### src/rtl/fetch_top_pkg.sv
// Shared constants and state type for the RV32I fetch stage.
package fetch_top_pkg;

  localparam logic [31:0] NOP_INST  = 32'h0000_0013;
  localparam logic [31:0] HALT_INST = 32'h0000_0073;

  typedef enum logic {
    FETCH_RUN  = 1'b0,
    FETCH_HALT = 1'b1
  } fetch_state_t;

endpackage

### src/rtl/fetch_top.sv
// RV32I fetch stage: owns the PC, drives sync-read IMEM, produces the IF/ID bundle,
// honours decode redirects and stalls, and freezes after capturing a halt.
module fetch_top
  import fetch_top_pkg::*;
#(
  parameter int unsigned     BITS     = 32,
  parameter logic [BITS-1:0] RESET_PC = '0
) (
  input  logic            clk,
  input  logic            rst,
  output logic [BITS-1:0] IMEM_ADDR,
  input  logic [BITS-1:0] IMEM_RDATA,
  input  logic            ID_PC_SRC,
  input  logic [BITS-1:0] ID_TARGET_ADDR,
  input  logic            STALL,
  input  logic            LWCP_STALL,
  output logic [BITS-1:0] IF_PC,
  output logic [BITS-1:0] IF_ID_Inst,
  output logic [BITS-1:0] IF_ID_PC,
  output logic [BITS-1:0] IF_ID_PC_INC,
  output logic            IF_ID_HLT
);

  fetch_state_t    state_q;
  logic [BITS-1:0] pc_q, pc_d, pc_inc;
  logic [BITS-1:0] inst_q, ifpc_q, ifinc_q;
  logic            hlt_q;
  logic            hold;
  logic            rdata_is_halt;

  assign hold          = LWCP_STALL | STALL;
  assign pc_inc        = pc_q + BITS'(4);
  assign rdata_is_halt = (IMEM_RDATA == BITS'(HALT_INST));

  always_comb begin
    pc_d = pc_inc;
    if (hold || state_q == FETCH_HALT) begin
      pc_d = pc_q;
    end else if (ID_PC_SRC) begin
      pc_d = {ID_TARGET_ADDR[BITS-1:2], 2'b00};
    end
  end

  // Memory registers the address during reset too, so the first cycle out of reset has valid data.
  assign IMEM_ADDR = rst ? RESET_PC : pc_d;

  always_ff @(posedge clk or posedge rst) begin
    if (rst) begin
      state_q <= FETCH_RUN;
      pc_q    <= RESET_PC;
      inst_q  <= BITS'(NOP_INST);
      ifpc_q  <= '0;
      ifinc_q <= BITS'(4);
      hlt_q   <= 1'b0;
    end else begin
      pc_q <= pc_d;
      if (!hold) begin
        if (state_q == FETCH_HALT) begin
          inst_q <= BITS'(NOP_INST);
          hlt_q  <= 1'b0;
        end else if (ID_PC_SRC) begin
          // Wrong-path flush: any halt currently on IMEM_RDATA is dropped here.
          inst_q  <= BITS'(NOP_INST);
          hlt_q   <= 1'b0;
          ifpc_q  <= pc_q;
          ifinc_q <= pc_inc;
        end else begin
          inst_q  <= IMEM_RDATA;
          hlt_q   <= rdata_is_halt;
          ifpc_q  <= pc_q;
          ifinc_q <= pc_inc;
          if (rdata_is_halt) begin
            state_q <= FETCH_HALT;
          end
        end
      end
    end
  end

  assign IF_PC        = pc_q;
  assign IF_ID_Inst   = inst_q;
  assign IF_ID_PC     = ifpc_q;
  assign IF_ID_PC_INC = ifinc_q;
  assign IF_ID_HLT    = hlt_q;

endmodule

### config.mk
export PLATFORM = sky130hd
export DESIGN_NAME = fetch_top
export DESIGN_NICKNAME = d
export VERILOG_FILES = /design/src/rtl/fetch_top_pkg.sv /design/src/rtl/fetch_top.sv
export SDC_FILE = /design/constraint.sdc
export NUM_CORES = 1
export LEC_CHECK = 0
export ABC_AREA = 1
export CAP_MARGIN = 20
export CORE_MARGIN = 4
export CORE_UTILIZATION = 25
export CTS_CLUSTER_DIAMETER = 80
export DETAILED_ROUTE_END_ITERATION = 8
export PLACE_DENSITY = 0.48
export REMOVE_ABC_BUFFERS = 1
export SLEW_MARGIN = 20
export SYNTH_ARGS = -nofsm -noshare
export SYNTH_HDL_FRONTEND = slang
export SYNTH_SLANG_ARGS = --single-unit
export TNS_END_PERCENT = 100
### constraint.sdc
create_clock -name clk -period 6.08 [get_ports clk]
set_input_delay 0.608 -clock clk [delete_from_list [all_inputs] [get_ports clk]]
set_output_delay 0.608 -clock clk [all_outputs]
set_load 0.01 [all_outputs]
==> impl_metrics.prom <==
# TYPE chip_impl_metric gauge
chip_impl_metric{name="layout-drive-gt1-share",unit=""} 0.103
chip_impl_metric{name="max_clock_freq",unit="GHz"} 0.243
chip_impl_info{name="grt_setup_unrepaired",value="no"} 1
chip_impl_metric{name="synthesis.yosys.warnings",unit=""} 0
chip_impl_metric{name="design.portCount",unit=""} 230
chip_impl_metric{name="antenna-diode-count",unit=""} 0
chip_impl_metric{name="synthArstFlopShare",unit=""} 1.00
chip_impl_metric{name="firstDrtPassIters",unit=""} 4
chip_impl_metric{name="drcViolationCount",unit=""} 0
chip_impl_metric{name="track_usage",unit=""} 0.160
chip_impl_metric{name="routed_via_density",unit=""} 4.44
chip_impl_metric{name="power.share.sequential",unit=""} 0.371
chip_impl_metric{name="pwr-share-clk",unit=""} 0.353
chip_impl_metric{name="crit_arrival",unit="ns"} 3.51
chip_impl_metric{name="power.share.switching",unit=""} 0.312
chip_impl_metric{name="routedWlPerCell",unit="um"} 17.1
chip_impl_metric{name="routed_wl",unit="mm"} 22.1
chip_impl_metric{name="worst_setup_hold_path_clk_slew",unit="ns"} 0.06
chip_impl_metric{name="timing_max_transition_violations_final",unit=""} 0
chip_impl_metric{name="hold-worst-slack",unit="ns"} 0.469
chip_impl_metric{name="antenna_found_initial",unit=""} 0
chip_impl_metric{name="routabilityCongestion",unit=""} 0.762
chip_impl_metric{name="clock_network_latency_to_the_later_pin_of_the_worst_skew_pair",unit="ns"} 0.41
chip_impl_metric{name="power",unit="mW"} 3.06
chip_impl_metric{name="final.fill_count",unit=""} 2592
chip_impl_info{name="result_of_the_run",value="finished, final reports clean"} 1
chip_impl_metric{name="postPlaceCellArea",unit="um2"} 8780
chip_impl_info{name="synth_ff_type",value="sky130_fd_sc_hd__dfrtp_1"} 1
chip_impl_metric{name="timing.critical_path.fanout_max",unit=""} 58
chip_impl_metric{name="core_area",unit="um2"} 24500
chip_impl_metric{name="setup_slack",unit="ns"} 1.96
chip_impl_metric{name="port_buffers",unit=""} 227
chip_impl_metric{name="clk_path_buf_depth",unit=""} 2
chip_impl_metric{name="global_route_wire_length_before_repair",unit="mm"} 35.2
chip_impl_metric{name="floorplan.initialDensity",unit=""} 0.256
chip_impl_metric{name="grt-ovfl-total",unit=""} 0
chip_impl_metric{name="synth_sequential_area_ratio",unit=""} 0.511
chip_impl_metric{name="power_density",unit="nW/um2"} 326
chip_impl_info{name="hold_path.class",value="reg -> reg"} 1
chip_impl_metric{name="vias_after_detailed_routing",unit=""} 5736
chip_impl_metric{name="post_synth_num_cell_types",unit=""} 35
chip_impl_metric{name="worst_r2r_path_depth",unit=""} 10
chip_impl_info{name="tritoncts",value="yes"} 1
chip_impl_metric{name="post-route-period-util",unit=""} 0.677
chip_impl_metric{name="setup_viol_count_final",unit=""} 0
chip_impl_metric{name="pre_cts_ws",unit="ns"} 1.88
chip_impl_metric{name="finalNonFillerCells",unit=""} 1291
chip_impl_metric{name="pwr-share-comb",unit=""} 0.276
chip_impl_metric{name="finalCriticalPeriod",unit="ns"} 4.12
chip_impl_metric{name="post_synth.cell_area_avg",unit="um2"} 8.44
chip_impl_metric{name="route.antenna.remaining_nets",unit=""} 0
chip_impl_info{name="worstSetupPathType",value="in -> out"} 1
chip_impl_metric{name="cts.hold.buffers_added",unit=""} 0
chip_impl_info{name="critical_path.startpoint_type",value="input pin"} 1
chip_impl_metric{name="tritoncts_buffer_count",unit=""} 17
chip_impl_info{name="cts_root_buffer",value="sky130_fd_sc_hd__clkbuf_16"} 1
chip_impl_metric{name="timing.clock.skew",unit="ns"} 0.0106
chip_impl_metric{name="power.switching",unit="uW"} 955
chip_impl_metric{name="tritoncts_num_sinks",unit=""} 128
chip_impl_metric{name="synth_enable_flop_cells",unit=""} 0
chip_impl_metric{name="drt-initial-drc-count",unit=""} 384
chip_impl_metric{name="max_cap_violations",unit=""} 0
chip_impl_metric{name="dp.final_hpwl",unit="mm"} 15.4
chip_impl_metric{name="placement_rows",unit=""} 57
chip_impl_metric{name="finalSetupTns",unit="ns"} 0
chip_impl_metric{name="num-nets-final",unit=""} 1024
chip_impl_metric{name="worst_ir_drop_vdd",unit="V"} 0.000162
chip_impl_metric{name="measured_slew_at_the_worst_slew_check_pin",unit="ns"} 1.00
chip_impl_metric{name="min_path_cells",unit=""} 2
chip_impl_metric{name="synthesis.instances",unit=""} 744
chip_impl_metric{name="finalCoreUtilization",unit=""} 0.383
chip_impl_metric{name="cts.htree.levels",unit=""} 4
chip_impl_metric{name="dieHeight",unit="um"} 166
chip_impl_metric{name="internal-power",unit="mW"} 2.11
chip_impl_metric{name="worst-endpoint-required",unit="ns"} 5.47
chip_impl_metric{name="yosys.area.top_type_share",unit=""} 0.494
chip_impl_info{name="synthTopCellsByArea",value="sky130_fd_sc_hd__dfrtp_1 (49%), sky130_fd_sc_hd__nand2_1 (16%), sky130_fd_sc_hd__a32o_1 (4.5%), sky130_fd_sc_hd__o21ai_0 (3.8%), sky130_fd_sc_hd__nand3_1 (2.7%)"} 1
chip_impl_metric{name="netlist_area_pre_place",unit="um2"} 6280
chip_impl_metric{name="die_ar",unit="um2"} 27700
chip_impl_metric{name="number_of_global_route_vias_before_repair",unit=""} 5950
chip_impl_metric{name="synth_seq_cells",unit=""} 128
chip_impl_metric{name="timing.slew.headroom",unit=""} 0.330
chip_impl_metric{name="postCtsSetupRepairBufs",unit=""} 0
chip_impl_metric{name="final_area",unit="um2"} 9400
chip_impl_metric{name="grt_max_degree",unit=""} 86
chip_impl_info{name="worstSetupEndpointType",value="output port"} 1
chip_impl_metric{name="instance_count_after_placement_with_tap_cells_included",unit=""} 1259
chip_impl_metric{name="finalHoldViolations",unit=""} 0
chip_impl_metric{name="die_w",unit="um"} 166
chip_impl_info{name="synth_top_area_cell",value="sky130_fd_sc_hd__dfrtp_1"} 1
chip_impl_metric{name="cts_repair_resize_count",unit=""} 0
chip_impl_metric{name="static-leakage-power",unit="nW"} 4.24
chip_impl_metric{name="layout-area-overhead-vs-synth",unit="%"} 49.7
[layer usage]
layer | up-vias | GRT usage | wire [um]
met5 | - | 0 | 0
li1 | 2856 | - | -
met4 | 0 | 0.0374 | 133
met2 | 174 | 0.257 | 10100
met3 | 7 | 0.0600 | 1910
met1 | 2699 | 0.207 | 9910
[area by class of cell]
class / count / area, um2 / area share
repair buffers: 231 / 2310 / 0.246
inverters: 49 / 194 / 0.0206
well taps: 324 / 405 / 0.0431
clock buffers: 20 / 457 / 0.0486
clock inverters: 12 / 156 / 0.0166
multi-input cells: 527 / 2670 / 0.284
flip-flops and latches: 128 / 3210 / 0.341
[synth_stat cells (5+ instances only)]
master and number:
sky130_fd_sc_hd__inv_1 43, sky130_fd_sc_hd__buf_4 8, sky130_fd_sc_hd__a32o_1 28, sky130_fd_sc_hd__dfrtp_1 124
sky130_fd_sc_hd__a21oi_1 20, sky130_fd_sc_hd__nand3_2 5, sky130_fd_sc_hd__nand2_1 263, sky130_fd_sc_hd__or2_2 10
sky130_fd_sc_hd__o21ai_0 48, sky130_fd_sc_hd__nand3_1 34, sky130_fd_sc_hd__clkbuf_1 15, sky130_fd_sc_hd__nand2_2 11
sky130_fd_sc_hd__nor2_1 38, sky130_fd_sc_hd__or2_0 5, sky130_fd_sc_hd__a21oi_2 10, sky130_fd_sc_hd__xor2_1 6
sky130_fd_sc_hd__buf_2 15, sky130_fd_sc_hd__o21ai_1 16, sky130_fd_sc_hd__nor2_4 6
[kinds of logic after synthesis]
kind of cell,Yosys count,share of synthesized area
simple gates,393,0.281
flops,128,0.511
compound gates,127,0.133
buf+inv,89,0.0642
xor+xnor,6,0.00837
fa+ha+maj,1,0.00199
[power by group through the flow]
stage          registers, mW  logic [mW]  clock network (mW)
3_5_place_dp            1.15       0.860                   0
4_1_cts                 1.14       0.863                1.11
5_1_grt                 1.16       0.929                1.14
2_1_floorplan           1.19       0.289                   0
3_3_place_gp            1.15       0.860                   0
6_report                1.14       0.844                1.08
[path summary, 6_finish.rpt]
| path | endpoint | startpoint | slack (ns) |
|---|---|---|---|
| max | IMEM_ADDR[18] | STALL | 1.96 |
| min | IF_ID_PC[3] | IF_ID_PC[3] | 0.47 |
| max reg2reg | IF_PC[16] | IF_PC[2] | 4.20 |
| min reg2reg | IF_ID_PC[3] | IF_ID_PC[3] | 0.47 |
| max in group asynchronous | IF_ID_Inst[28] | rst | 4.14 |
| min in group asynchronous | IF_PC[15] | rst | 0.84 |
[placed cells by master (no fill, tap or decap), types with 10 or more instances in the layout]
cell and instances:
sky130_fd_sc_hd__inv_1 41, sky130_fd_sc_hd__nor2_1 38, sky130_fd_sc_hd__dfrtp_1 124, sky130_fd_sc_hd__nand2_1 263
sky130_fd_sc_hd__a32o_1 28, sky130_fd_sc_hd__nand3_1 34, sky130_fd_sc_hd__o21ai_1 16, sky130_fd_sc_hd__a21oi_1 20
sky130_fd_sc_hd__clkbuf_16 17, sky130_fd_sc_hd__nand2_2 11, sky130_fd_sc_hd__a21oi_2 10, sky130_fd_sc_hd__clkdlybuf4s50_1 226
sky130_fd_sc_hd__or2_2 10, sky130_fd_sc_hd__o21ai_0 48
[worst max-delay path, stage by stage]
cell	delay, ns
sky130_fd_sc_hd__clkdlybuf4s50_1	0.44
sky130_fd_sc_hd__nor2_4	0.17
sky130_fd_sc_hd__inv_2	0.26
sky130_fd_sc_hd__nor2_8	0.18
sky130_fd_sc_hd__buf_4	0.63
sky130_fd_sc_hd__nand3_1	0.23
sky130_fd_sc_hd__nand2_1	0.10
sky130_fd_sc_hd__o21ai_1	0.08
sky130_fd_sc_hd__a21oi_1	0.19
sky130_fd_sc_hd__clkdlybuf4s50_1	0.57
[flip-flops by register name (all words and copies together), names as in the netlist]
name and count:
IF_ID_Inst 32, IF_ID_PC 32, IF_PC 32, IF_ID_PC_INC 30, IF_ID_HLT 1, state_q 1
No activity file was read; power rests on OpenSTA's default activity.
